[config.mk]
export PLATFORM = sky130hd
export DESIGN_NAME = alu_arbiter_flat
export DESIGN_NICKNAME = d
export VERILOG_FILES = /design/src/rtl/alu_arbiter_pkg.sv /design/src/rtl/alu_arbiter_if.sv /design/src/rtl/alu.sv /design/src/rtl/rr_pick2.sv /design/src/rtl/alu_arbiter.sv /design/src/flat_wrapper.sv
export SDC_FILE = /design/constraint.sdc
export NUM_CORES = 1
export LEC_CHECK = 0
export CAP_MARGIN = 15
export CORE_MARGIN = 10
export CORE_UTILIZATION = 25
export DETAILED_ROUTE_END_ITERATION = 8
export PLACE_DENSITY_LB_ADDON = 0.12
export SETUP_SLACK_MARGIN = 0.15
export SLEW_MARGIN = 20
export SYNTH_ARGS = -nofsm -noshare
export SYNTH_HDL_FRONTEND = slang
export SYNTH_SLANG_ARGS = --single-unit
[constraint.sdc]
create_clock -name clk -period 6 [get_ports clk]
set_clock_uncertainty 0.1 [all_clocks]
set_input_delay 0.6 -clock clk [delete_from_list [all_inputs] [get_ports clk]]
set_output_delay 0.6 -clock clk [all_outputs]
set_load 0.01 [all_outputs]
[src/rtl/alu_arbiter_pkg.sv]
// Shared constants and types for the two-requester ALU arbiter.
package alu_arbiter_pkg;

  localparam int unsigned NUM_REQ = 2;
  localparam int unsigned OP_W    = 3;

  typedef logic [OP_W-1:0] alu_op_t;

  typedef enum logic [1:0] {
    ST_IDLE = 2'd0,
    ST_EXEC = 2'd1,
    ST_RESP = 2'd2
  } state_t;

  localparam alu_op_t ALU_ADD = 3'b000;
  localparam alu_op_t ALU_SUB = 3'b001;
  localparam alu_op_t ALU_AND = 3'b010;
  localparam alu_op_t ALU_OR  = 3'b011;
  localparam alu_op_t ALU_XOR = 3'b100;

endpackage

[src/rtl/alu_arbiter_if.sv]
// Request/response channels between two requesters and the ALU arbiter.
interface alu_arbiter_if
  import alu_arbiter_pkg::*;
#(
  parameter int unsigned WORDSIZE = 64
);

  logic                req0_valid;
  logic                req0_ready;
  logic [WORDSIZE-1:0] req0_a;
  logic [WORDSIZE-1:0] req0_b;
  alu_op_t             req0_op;

  logic                req1_valid;
  logic                req1_ready;
  logic [WORDSIZE-1:0] req1_a;
  logic [WORDSIZE-1:0] req1_b;
  alu_op_t             req1_op;

  logic                resp0_valid;
  logic                resp0_ready;
  logic                resp1_valid;
  logic                resp1_ready;
  logic [WORDSIZE-1:0] resp_result;
  logic                resp_overflow;

  // Requester side.
  modport master (
    output req0_valid, req0_a, req0_b, req0_op,
    output req1_valid, req1_a, req1_b, req1_op,
    output resp0_ready, resp1_ready,
    input  req0_ready, req1_ready,
    input  resp0_valid, resp1_valid, resp_result, resp_overflow
  );

  // Arbiter side.
  modport slave (
    input  req0_valid, req0_a, req0_b, req0_op,
    input  req1_valid, req1_a, req1_b, req1_op,
    input  resp0_ready, resp1_ready,
    output req0_ready, req1_ready,
    output resp0_valid, resp1_valid, resp_result, resp_overflow
  );

endinterface

[src/rtl/alu.sv]
// Combinational integer ALU with signed overflow flag for add/sub.
module alu
  import alu_arbiter_pkg::*;
#(
  parameter int unsigned WORDSIZE = 64
) (
  input  logic [WORDSIZE-1:0] a,
  input  logic [WORDSIZE-1:0] b,
  input  alu_op_t             op,
  output logic [WORDSIZE-1:0] result,
  output logic                overflow
);

  localparam int unsigned MSB = WORDSIZE - 1;

  // Operation select; undefined codes yield zero.
  always_comb begin
    result   = '0;
    overflow = 1'b0;
    unique case (op)
      ALU_ADD: begin
        result   = a + b;
        overflow = (a[MSB] == b[MSB]) && (result[MSB] != a[MSB]);
      end
      ALU_SUB: begin
        result   = a - b;
        overflow = (a[MSB] != b[MSB]) && (result[MSB] != a[MSB]);
      end
      ALU_AND: result = a & b;
      ALU_OR:  result = a | b;
      ALU_XOR: result = a ^ b;
      default: begin
        result   = '0;
        overflow = 1'b0;
      end
    endcase
  end

endmodule

[src/rtl/rr_pick2.sv]
// Two-way round-robin picker: a lone requester wins, a tie goes to the one not served last.
module rr_pick2 (
  input  logic [1:0] valid,
  input  logic       last,
  output logic       grant,
  output logic       any
);

  assign any   = |valid;
  assign grant = (valid == 2'b11) ? ~last : valid[1];

endmodule

[src/rtl/alu_arbiter.sv]
// Shares one ALU between two requesters; one operation in flight, round-robin grants.
module alu_arbiter
  import alu_arbiter_pkg::*;
#(
  parameter int unsigned WORDSIZE = 64
) (
  input  logic         clk,
  input  logic         reset,
  alu_arbiter_if.slave bus,
  output logic         busy
);

  state_t              state;
  state_t              state_next;
  logic                last_grant;
  logic                owner;
  logic                grant;
  logic                any;
  logic                accept;
  logic                resp_done;
  logic [WORDSIZE-1:0] op_a;
  logic [WORDSIZE-1:0] op_b;
  alu_op_t             op_code;
  logic [WORDSIZE-1:0] alu_result;
  logic                alu_overflow;

  rr_pick2 u_pick (
    .valid ({bus.req1_valid, bus.req0_valid}),
    .last  (last_grant),
    .grant (grant),
    .any   (any)
  );

  // ALU sees only the captured operands, never the requester buses.
  alu #(.WORDSIZE(WORDSIZE)) u_alu (
    .a        (op_a),
    .b        (op_b),
    .op       (op_code),
    .result   (alu_result),
    .overflow (alu_overflow)
  );

  // Ready is only offered from IDLE, to the picked requester.
  assign bus.req0_ready = (state == ST_IDLE) && bus.req0_valid && !grant;
  assign bus.req1_ready = (state == ST_IDLE) && bus.req1_valid &&  grant;
  assign accept         = (state == ST_IDLE) && any;
  assign resp_done      = (state == ST_RESP) &&
                          (owner ? (bus.resp1_valid && bus.resp1_ready)
                                 : (bus.resp0_valid && bus.resp0_ready));

  // State register.
  always_ff @(posedge clk) begin
    if (reset) state <= ST_IDLE;
    else       state <= state_next;
  end

  // Next-state logic.
  always_comb begin
    state_next = state;
    unique case (state)
      ST_IDLE: if (accept)    state_next = ST_EXEC;
      ST_EXEC:                state_next = ST_RESP;
      ST_RESP: if (resp_done) state_next = ST_IDLE;
      default:                state_next = ST_IDLE;
    endcase
  end

  // Operand capture, result capture and registered response/busy outputs.
  always_ff @(posedge clk) begin
    if (reset) begin
      last_grant        <= 1'b1;
      owner             <= 1'b0;
      op_a              <= '0;
      op_b              <= '0;
      op_code           <= ALU_ADD;
      bus.resp_result   <= '0;
      bus.resp_overflow <= 1'b0;
      bus.resp0_valid   <= 1'b0;
      bus.resp1_valid   <= 1'b0;
      busy              <= 1'b0;
    end else begin
      if (accept) begin
        op_a       <= grant ? bus.req1_a  : bus.req0_a;
        op_b       <= grant ? bus.req1_b  : bus.req0_b;
        op_code    <= grant ? bus.req1_op : bus.req0_op;
        owner      <= grant;
        last_grant <= grant;
      end
      if (state == ST_EXEC) begin
        bus.resp_result   <= alu_result;
        bus.resp_overflow <= alu_overflow;
      end
      // Valid rises one cycle into RESP and drops on the handshake edge.
      bus.resp0_valid <= (state == ST_RESP) && (state_next == ST_RESP) && !owner;
      bus.resp1_valid <= (state == ST_RESP) && (state_next == ST_RESP) &&  owner;
      busy            <= (state_next != ST_IDLE);
    end
  end

endmodule

[src/flat_wrapper.sv]
// flat-port wrapper written by rule: the top's interface ports become plain ports
module alu_arbiter_flat import alu_arbiter_pkg::*;
#(
  parameter int unsigned WORDSIZE = 64
)
  (clk, reset, busy, bus_req0_valid, bus_req0_a, bus_req0_b, bus_req0_op, bus_req1_valid, bus_req1_a, bus_req1_b, bus_req1_op, bus_resp0_ready, bus_resp1_ready, bus_req0_ready, bus_req1_ready, bus_resp0_valid, bus_resp1_valid, bus_resp_result, bus_resp_overflow);
  alu_arbiter_if #(.WORDSIZE(WORDSIZE)) bus_i ();
  input  logic clk;
  input  logic reset;
  output logic busy;
  input wire logic [$bits(bus_i.req0_valid)-1:0] bus_req0_valid;
  input wire logic [$bits(bus_i.req0_a)-1:0] bus_req0_a;
  input wire logic [$bits(bus_i.req0_b)-1:0] bus_req0_b;
  input wire logic [$bits(bus_i.req0_op)-1:0] bus_req0_op;
  input wire logic [$bits(bus_i.req1_valid)-1:0] bus_req1_valid;
  input wire logic [$bits(bus_i.req1_a)-1:0] bus_req1_a;
  input wire logic [$bits(bus_i.req1_b)-1:0] bus_req1_b;
  input wire logic [$bits(bus_i.req1_op)-1:0] bus_req1_op;
  input wire logic [$bits(bus_i.resp0_ready)-1:0] bus_resp0_ready;
  input wire logic [$bits(bus_i.resp1_ready)-1:0] bus_resp1_ready;
  output wire logic [$bits(bus_i.req0_ready)-1:0] bus_req0_ready;
  output wire logic [$bits(bus_i.req1_ready)-1:0] bus_req1_ready;
  output wire logic [$bits(bus_i.resp0_valid)-1:0] bus_resp0_valid;
  output wire logic [$bits(bus_i.resp1_valid)-1:0] bus_resp1_valid;
  output wire logic [$bits(bus_i.resp_result)-1:0] bus_resp_result;
  output wire logic [$bits(bus_i.resp_overflow)-1:0] bus_resp_overflow;
  assign bus_i.req0_valid = bus_req0_valid;
  assign bus_i.req0_a = bus_req0_a;
  assign bus_i.req0_b = bus_req0_b;
  assign bus_i.req0_op = bus_req0_op;
  assign bus_i.req1_valid = bus_req1_valid;
  assign bus_i.req1_a = bus_req1_a;
  assign bus_i.req1_b = bus_req1_b;
  assign bus_i.req1_op = bus_req1_op;
  assign bus_i.resp0_ready = bus_resp0_ready;
  assign bus_i.resp1_ready = bus_resp1_ready;
  assign bus_req0_ready = bus_i.req0_ready;
  assign bus_req1_ready = bus_i.req1_ready;
  assign bus_resp0_valid = bus_i.resp0_valid;
  assign bus_resp1_valid = bus_i.resp1_valid;
  assign bus_resp_result = bus_i.resp_result;
  assign bus_resp_overflow = bus_i.resp_overflow;
  alu_arbiter #(.WORDSIZE(WORDSIZE)) u_core (.clk(clk), .reset(reset), .bus(bus_i), .busy(busy));
endmodule
# Yosys cells after proc, flatten, opt, wreduce, memory -nomap -nowiden
# Index checks and enable logic that the tools add are counted.
[totals]
elab_cells = 58
ff_bits = 203
[op_classes]
n_mux = 10
addsub = 2
bitwise_logic = 4
eq_ne = 12
reduce_logical = 19
[op_table]
columns = ["op", "count"]
rows = [
  ["$pmux 64 s5", 1],
  ["$mux 64", 2],
  ["$add 64x64->64", 1],
  ["$and 64x64->64", 1],
  ["$or 64x64->64", 1],
  ["$sub 64x64->64", 1],
  ["$xor 64x64->64", 1],
  ["$logic_and 1x1->1", 13],
  ["$eq 2x2->1 const B", 3],
  ["$eq 3x2->1 const B", 2],
  ["$pmux 2 s3", 1],
  ["$mux 2", 2],
  ["$eq 3x1->1 const B", 1],
  ["$eq 3x3->1 const B", 1],
  ["$logic_not 3->1", 1],
  ["$mux 3", 1],
  ["$ne 1x1->1", 3],
  ["$eq 2x1->1 const B", 1],
  ["$logic_not 1->1", 2],
  ["$logic_not 2->1", 1],
  ["$mux 1", 2],
  ["$pmux 1 s2", 1],
  ["$reduce_bool 2->1", 1],
  ["$reduce_or 2->1", 1],
  ["other kinds (2)", 2],
]

# Logic depth before layout (Yosys ltp)
# Gate-level depths: netlist of the first run.
[depth]
ltp_word = 8
ltp_mapped = 15
mapped_depth_nobuf = 15

# Modules after synthesis
# A second synthesis of the first run with hierarchy kept.
[unflattened]
hier_cells = 2799
hier_area_um2 = 20309.5
[modules_own_cells]
columns = ["module", "area_each_um2", "n_inst", "cells_each", "seq_area_each_um2"]
rows = [
  ["alu", 11798.8, 1, 1903, 0.0],
  ["alu_arbiter", 8496.9, 1, 894, 4063.9],
  ["rr_pick2", 13.8, 1, 2, 0.0],
]

# Worst setup path before layout of the first run
# Ideal clock, no wire load.
[synth_timing]
path_type = "register to register"
from = "register u_core.op_b[1]"
to = "register u_core.bus.resp_result[41]"
required_time_ns = 5.774
setup_slack_ns = 2.393
stages_incl_launch_ff = 14
arrival_ns = 3.382
cell_sequence = "dfxtp_1 -> inv_1 -> ha_1 -> o21ba_1 -> or4_4 -> a211oi_2 -> nor4_2 -> o41a_4 -> o31ai_4 -> a31o_2 -> a41oi_2 -> a221o_1 -> a222oi_1 -> o21ai_1"
[synth_between]
elab_chain_cells = 2
word_cells_on_any_way = 3
[synth_lines]
columns = ["element", "line", "source"]
rows = [
  ["start, declared", "alu_arbiter.sv:22", "logic [WORDSIZE-1:0] op_b;"],
  ["start signal, assigned", "alu_arbiter.sv:84", "op_b <= grant ? bus.req1_b : bus.req0_b;"],
  ["$sub 64x64->64 or $add 64x64->64 (tied branches)", "alu.sv:26, alu.sv:22", ""],
  ["$pmux 64 s5 *", "alu.sv:20", "unique case (op)"],
  ["end signal, assigned", "alu_arbiter.sv:90", "bus.resp_result <= alu_result;"],
  ["end, declared", "alu_arbiter_if.sv:42", "output resp0_valid, resp1_valid, resp_result, resp_overflow"],
]
# Mark *: on every way between the ends. The rest lies on a longest branch, timed or not.
# A chain may end at the register's enable or synchronous reset.

# Worst setup path after layout of the first run
[layout_timing]
from = "register u_core.op_b[11]"
to = "register u_core.bus.resp_result[41]"
# The elaborated chain is that of the path after synthesis.

==> summary.md, run 1 <==
| Metric | Value |
|---|---|
| Port Buf Inserts | between 300 and 400 |
| Max VDD drop | 0.2391 mV |
| CTS tree | built |
| Commonest non-fill, non-tap cells in the layout | 345 x nor2_1, 336 x clkdlybuf4s50_1, 221 x a21oi_1 |
| Clock sinks | around 200 |
| CTS clock-pin slew for the worst setup and hold paths | 60 ps |
| Area growth syn-to-layout | 27.42% |
| Asr flop ratio synth | 0 |
| DRT iter0 DRCs | 1411 |
| Routed wire per std cell | 23.53 um |
| DRC | 0 |
| Clock root buffer | clkbuf_16 |
| Max Slew Vio Count | 0 |
| Overall routing resource usage | 0.1950 |
| Post-CTS setup repair buffer count | 0 |
| Hold Worst Slack | between 300 and 400 ps |
| Clock buffer count from CTS | 28 |
| Mean area per synthesized cell | approximately 7.4 sq um |
| CTS Hold Buffers Added | 0 |
| Max incr delay on CP | 680 ps |
| Worst hold path type | input pin to register |
| Final hold violation count | 0 |
| Initial antenna violation count | 2 |
| Core Box Area | 76330 sq um |
| Initial Util | 0.2531 |
| Slowest CP cell | nor3_1 |
| Die X | 298.0 um |
| Fillers | 8330 |
| Outcome | completed |
| Max Clock Freq | 0.2190 GHz |
| WL final | 91.64 mm |
| Worst path cell trace | inv_1 > ha_1 > nor3_1 > nand4_1 > a211oi_2 > nor4_2 > o41a_4 > o31ai_4 > a31o_2 > a41oi_2 > a221o_1 > a222oi_1 > o21ai_1 |
| Setup WS post-layout | 1434 ps |
| CP arrival | 4920 ps |
| Row count | 101 |
| Post-layout minimum cycle time | 4566 ps |
| Gpl congestion | ~0.99 |
| Nets | 3318 |
| CP Launch Type | register |
| Max-Slew Margin vs Limit | 0.3089 |
| Htree depth | 1 |
| Ys flop type | dfxtp_1 |
| CP required | 6350 ps |
| Synth Instances | roughly 2.6k |
| Vias in the first global route | 20.66k |
| Max cap viols | 0 |
| Initial DRT Pass Iterations | 5 |
| Final worst-path cycle share | 0.7610 |
| Largest net degree at the start of global routing | ~150 |
| RSZ-0062 raised after global routing | false |
| Detailed-route via count | 20.76k |
| Worst slew pin tran | 1036 ps |
| Avg Vias per Cell | 5.330 |
| Die Y | 298.0 um |
| ANT nets after route | 0 |
| Final HPWL DP | 71.18 mm |
| Setup tns final | 0 ps |
| Latest clock arrival within the worst-skew pair | 610 ps |
| Pre-CTS WS | 1509 ps |
| GRT Residual Overflow | 0 |
| Layout cells sized above 1 | 0.04258 |
| Worst Path Max Fanout | 12 |
| Die area | 88790 sq um |
| Syn nets | between 3k and 4k |
| Pleak | 9.494 nW |
| Post-synth EDFFs | 0 |
| CP top delay family | compound AO/OA/AOI/OAI gates |
| HP Start | reset |
| Maximum root-to-sink buffer count | 3 |
| Crit path kind | register to register |
| Final std cells w/o fill | 3895 |
| Sequential-to-total area share from yosys stat | 0.2104 |
| I/O pin total | approximately 340 |
| N_diodes | 0 |
| First-pass GRT wire length | 135.6 mm |
| Synthesized cell area | approximately 19000 sq um |
| Post-cts gate resize count | 0 |
| FF-to-FF Start | u_core.op_b[11]$_SDFFE_PP0P_ |
| Pwr/cell area | 293.8 nW/um^2 |
| Placed cell count | just under 4k |
| Yosys cell types | 83 |
| Crit. End Element | register |
| Bufs and invs on worst path | 1 |
| Commonest non-fill, non-tap cell in the layout | nor2_1 |
| #FFs+latches synth | 203 |
| Ys Warns | 0 |
| Final setup fails | 0 |
| CP startpoint | u_core.op_b[11]$_SDFFE_PP0P_ |
[report_power, final]
part / leakage, nW / internal, W / switching [W]
logic: 7.35 / 0.00135 / 0.00234
clock network: 0.466 / 0.00108 / 0.000734
registers: 1.68 / 0.00152 / 0.000201
total: 9.49 / 0.00395 / 0.00328
[flip-flops by register name, indices dropped and copies added, names as in the netlist]
name,count
u_core.bus.resp0_valid,1
u_core.bus.resp_result,64
u_core.last_grant,1
u_core.owner,1
u_core.op_b,64
u_core.state,2
u_core.bus.resp_overflow,1
u_core.op_code,3
u_core.busy,1
u_core.op_a,64
u_core.bus.resp1_valid,1
[cell usage after synthesis (all sizes together) (9+ instances only)]
library cell  instances  area (sq um)
and3                 14         87.58
o311ai               10         87.58
a21o                 32         240.2
nor2b                19         118.9
a221o                13         130.1
o22ai                21         131.4
a21boi               14         105.1
buf                  40         166.4
nand3                43         215.2
o211ai               39         292.8
o31a                 10         87.58
nor3                 51         255.2
nor4                 20         131.4
nand2b               10         62.56
mux2i               136          1361
xnor2                36         315.3
clkbuf              144         540.5
a22oi                20         150.1
a211oi              175          1319
inv                 197         739.5
ha                  203          2540
a21oi               223          1127
dfxtp               203          4064
a22o                 13         113.9
or3                  11         68.82
nor2                348          1306
o21a                 13         97.59
and2                  9         56.30
a31oi                19         118.9
o21bai               43         322.8
a221oi               12         105.1
o31ai                27         216.5
nand4                33         206.5
nand2               161         604.3
o21ai               138         690.7
[metal layers]
| layer | vias up | track usage | routed length [um] |
|---|---|---|---|
| met2 | 727 | 0.3188 | 41730 |
| met4 | 0 | 0.05038 | 2505 |
| met5 | - | 0 | 0 |
| li1 | 9975 | - | - |
| met1 | 9953 | 0.2581 | 41150 |
| met3 | 106 | 0.03858 | 6260 |
[cells by family (layout without fill, tap and decap cells)]
kind of cell / count (synthesis) / in the layout / synth area share
adder cells (fa/ha/maj): 205 / 205 / 0.1336
AND/OR/NAND/NOR: 745 / 745 / 0.1717
buffers and inverters: 382 / 625 / 0.07507
multiplexers: 139 / 139 / 0.07222
flip-flops: 203 / 203 / 0.2104
AO/OA/AOI/OAI: 909 / 909 / 0.3194
XOR/XNOR: 39 / 39 / 0.01768
[worst reg2reg max path, cell delays in order, from the launching register on]
cell and delay, ps:
dfxtp_1 360, inv_1 70, ha_1 450, nor3_1 690
nand4_1 200, a211oi_2 250, nor4_2 160, o41a_4 430
o31ai_4 490, a31o_2 320, a41oi_2 140, a221o_1 320
a222oi_1 340, o21ai_1 90
[layout make-up]
cell class                 instances  area [sq um]  share of cell area
inverter                         198         743.2             0.03020
sequential                       203          4069              0.1653
clock buffer                      39         782.0             0.03177
tap                             1030          1289             0.05236
multi-input combinational       2037         13850              0.5627
clock inverter                    11         180.2            0.007320
timing repair buffer             377          3700              0.1503
[through the flow]
stage	area (sq um)	power, W	utilization
after global placement	23640	0.005402	0.3098
after floorplan	19320	0.004027	-
after global routing	24610	0.007703	0.3225
final	24610	0.007232	0.3225
after detailed placement	23650	0.005408	0.3099
after CTS	24610	0.007271	0.3225
[path summary, 6_finish.rpt]
kind | endpoint | slack (ps) | cells after the start
worst max-delay path | u_core.bus.resp_result[41]$_SDFFE_PP0N_ | 1430 | 13
worst min-delay path | u_core.bus.resp_result[3]$_SDFFE_PP0N_ | 310 | 2
worst max register to register | u_core.bus.resp_result[41]$_SDFFE_PP0N_ | 1430 | 13
worst min register to register | u_core.bus.resp_result[41]$_SDFFE_PP0N_ | 360 | 2
Note: power is estimated with default switching activity, not from simulation.
==> run 2: changes to the inputs <==
==> constraint.sdc (replaced) <==
create_clock -name clk -period 3.9 [get_ports clk]
set_clock_uncertainty 0.1 [all_clocks]
set_input_delay 0.39 -clock clk [delete_from_list [all_inputs] [get_ports clk]]
set_output_delay 0.39 -clock clk [all_outputs]
set_load 0.01 [all_outputs]
==> run 2 against run 1 <==
Worst hold slack barely moved. Highest routed layer unchanged. Global-route usage grew 1.2 points. Register-to-register slack worse by 1400 ps. Via count up 6.4%. Final cell count is 9.6% higher. Setup slack got worse by 1400 ps. Flip-flop and latch count unchanged. Clock power rose by 59%.
==> summary.md, run 2 (synthesis gave the netlist of run 1 again) <==
| Metric | Value |
|---|---|
| Outcome | completed |
| Largest regs | u_core.bus.resp_result x64, u_core.op_a x64, u_core.op_b x64 |
| Net Sw Power | 0.005534 W |
| Nets | 3691 |
| Slowest CP cell | or4_4 |
| Post-layout minimum cycle time | 3828 ps |
| Maximum root-to-sink buffer count | 3 |
| Worst Path Max Fanout | 5 |
| Vias in the first global route | 22.26k |
| Max Slew Vio Count | 0 |
| Avg Vias per Cell | between 5 and 6 |
| CP Launch Type | register |
| Internal power | 0.007193 W |
| Final HPWL DP | about 78 mm |
| RSZ-0062 raised after global routing | true |
| DRT iter0 DRCs | 1504 |
| CTS clock-pin slew for the worst setup and hold paths | around 60 ps |
| Top Usage Layer GRT | met2 |
| Clock buffer count from CTS | 30 |
| Pwr/cell area | between 400 and 500 nW/um^2 |
| I/O pin total | around 340 |
| Clock root buffer | clkbuf_16 |
| Clock power share | 0.226 |
| First-pass GRT wire length | 144.2 mm |
| Initial DRT Pass Iterations | 7 |
| Commonest non-fill, non-tap cell in the layout | buf_4 |
| Die area | between 80000 and 90000 sq um |
| Clock sinks | 203 |
| Final worst-path cycle share | 0.9816 |
| Largest net degree at the start of global routing | 99 |
| Htree depth | 1 |
| CP top delay family | compound AO/OA/AOI/OAI gates |
| Pleak | 11.49 nW |
| Worst slew pin tran | 1115 ps |
| Net Sw Frac | 0.4348 |
| Routed wire per std cell | about 23 um |
| Detailed-route via count | between 20k and 25k |
| ANT nets after route | 0 |
| CP arrival | about 4200 ps |
| Gpl congestion | 0.9415 |
| Crit path kind | register to register |
| WL final | 97.34 mm |
| M3 GR Usage | 0.02422 |
| Worst hold path type | input pin to register |
| Layout cells sized above 1 | 0.1886 |
| Initial Util | 0.2531 |
| Final std cells w/o fill | between 4k and 5k |
| Overall routing resource usage | 0.2075 |
| Max Clock Freq | 0.2612 GHz |
| GRT Residual Overflow | 0 |
| Die X | 298.0 um |
| Final setup fails | 0 |
| DRC | 0 |
| Max-Slew Margin vs Limit | 0.2550 |
| Latest clock arrival within the worst-skew pair | a little over 600 ps |
| Die Y | 298.0 um |
| Grt met1 use | 0.2851 |
| CTS tree | built |
| Final hold violation count | 0 |
| Crit-path most repeated cell | buf_4 |
| Worst path cell trace | inv_2 > ha_2 > buf_4 > o21ba_4 > or4_4 > a211oi_4 > nor4_2 > buf_4 > o41a_4 > o31ai_4 > buf_12 > a21oi_4 > o31a_1 > xnor2_1 > a221oi_1 > a211oi_1 |
| Bufs and invs on worst path | 4 |
| Area growth syn-to-layout | 46.05% |
| Initial antenna violation count | 2 |
| Placed cell count | 4202 |
| Crit. End Element | register |
| Setup tns final | 0 ps |
| Post-Route Utilization | 0.3696 |
| Max incr delay on CP | 450 ps |
| Max VDD drop | 0.3466 mV |
| Row count | about 100 |
| Core Box Area | 76330 sq um |
| GR met2 Demand/Resource | 0.3457 |
| Sequential share of power | 0.203 |
| Max cap viols | 0 |
| Commonest non-fill, non-tap cells in the layout | 390 x buf_4, 344 x nor2_1, 336 x clkdlybuf4s50_1 |
| CP required | 4250 ps |
| Combinational share of power | 0.572 |
| Port Buf Inserts | around 340 |
## run 2: cell types whose count changed in the layout (fill, tap and decap cells not counted), sizes merged
cell,before,now
a21oi,223,224
diode,0,1
inv,198,197
clkinv,6,10
dlygate4sd3,0,1
clkinvlp,1,2
buf,41,410
bufinv,4,3
## run 2: worst min-delay path, delay by kind of cell
kind,cells,cell delay (ps)
AO/OA/AOI/OAI,1,80
multiplexers,1,120
buffers and inverters,1,390
## run 2: area by class of cell
class                           instances  area [sq um]
Antenna cell                            1         2.502
Tap cell                             1030          1289
Fill cell                            8185         48120
Sequential cell                       203          4079
Clock inverter                         14         172.7
Inverter                              198         743.2
Multi-Input combinational cell       2038         14460
Timing Repair Buffer                  747          6618
Clock buffer                           39         844.6
## run 2: final timing paths
check	start	to	slack (ps)	depth (start not counted)
worst max register to register	u_core.op_a[0]$_SDFFE_PP0P_	u_core.bus.resp_result[57]$_SDFFE_PP0N_	70	16
worst min register to register	u_core.bus.resp_result[8]$_SDFFE_PP0N_	u_core.bus.resp_result[8]$_SDFFE_PP0N_	350	2
worst max-delay path	u_core.op_a[0]$_SDFFE_PP0P_	u_core.bus.resp_result[57]$_SDFFE_PP0N_	70	16
worst min-delay path	bus_req0_b[63]	u_core.op_b[63]$_SDFFE_PP0P_	310	3
## run 2: power groups by stage
| stage | clock (W) | combinational, W | sequential, W |
|---|---|---|---|
| 2_1_floorplan | 0 | 0.00360 | 0.00259 |
| 3_3_place_gp | 0 | 0.00678 | 0.00262 |
| 3_5_place_dp | 0 | 0.00676 | 0.00262 |
| 4_1_cts | 0.00297 | 0.00694 | 0.00258 |
| 5_1_grt | 0.00301 | 0.00786 | 0.00262 |
| 6_report | 0.00287 | 0.00728 | 0.00258 |
## run 2: per-stage QoR
stage               hold slack [ps]  area (sq um)  total power, W  worst slack (ps)
finish                        314.4         28210         0.01273             71.57
global route                  327.5         28210         0.01349            -51.49
CTS                           273.4         27690         0.01249             41.45
detailed placement            347.2         26390        0.009384            -245.8
global placement              346.7         26390        0.009397            -208.3
floorplan                     330.6         19320        0.006195             292.7
## run 2: timing repair
item / 4_1_cts / 5_1_grt
hold endpoints to repair: 6 / 0
pin swaps: 9 / 32
setup endpoints to repair: 32 / 43
gates cloned: 1 / 0
hold buffers: 1 / 0
resized for setup: 46 / 124
setup buffers: 4 / 8
## run 2: layer usage
| layer | wire [um] | part of all wire |
|---|---|---|
| met1 | 45450 | 0.47 |
| met2 | 45130 | 0.46 |
| met5 | 0 | 0 |
| met4 | 2020 | 0.021 |
| met3 | 4748 | 0.049 |
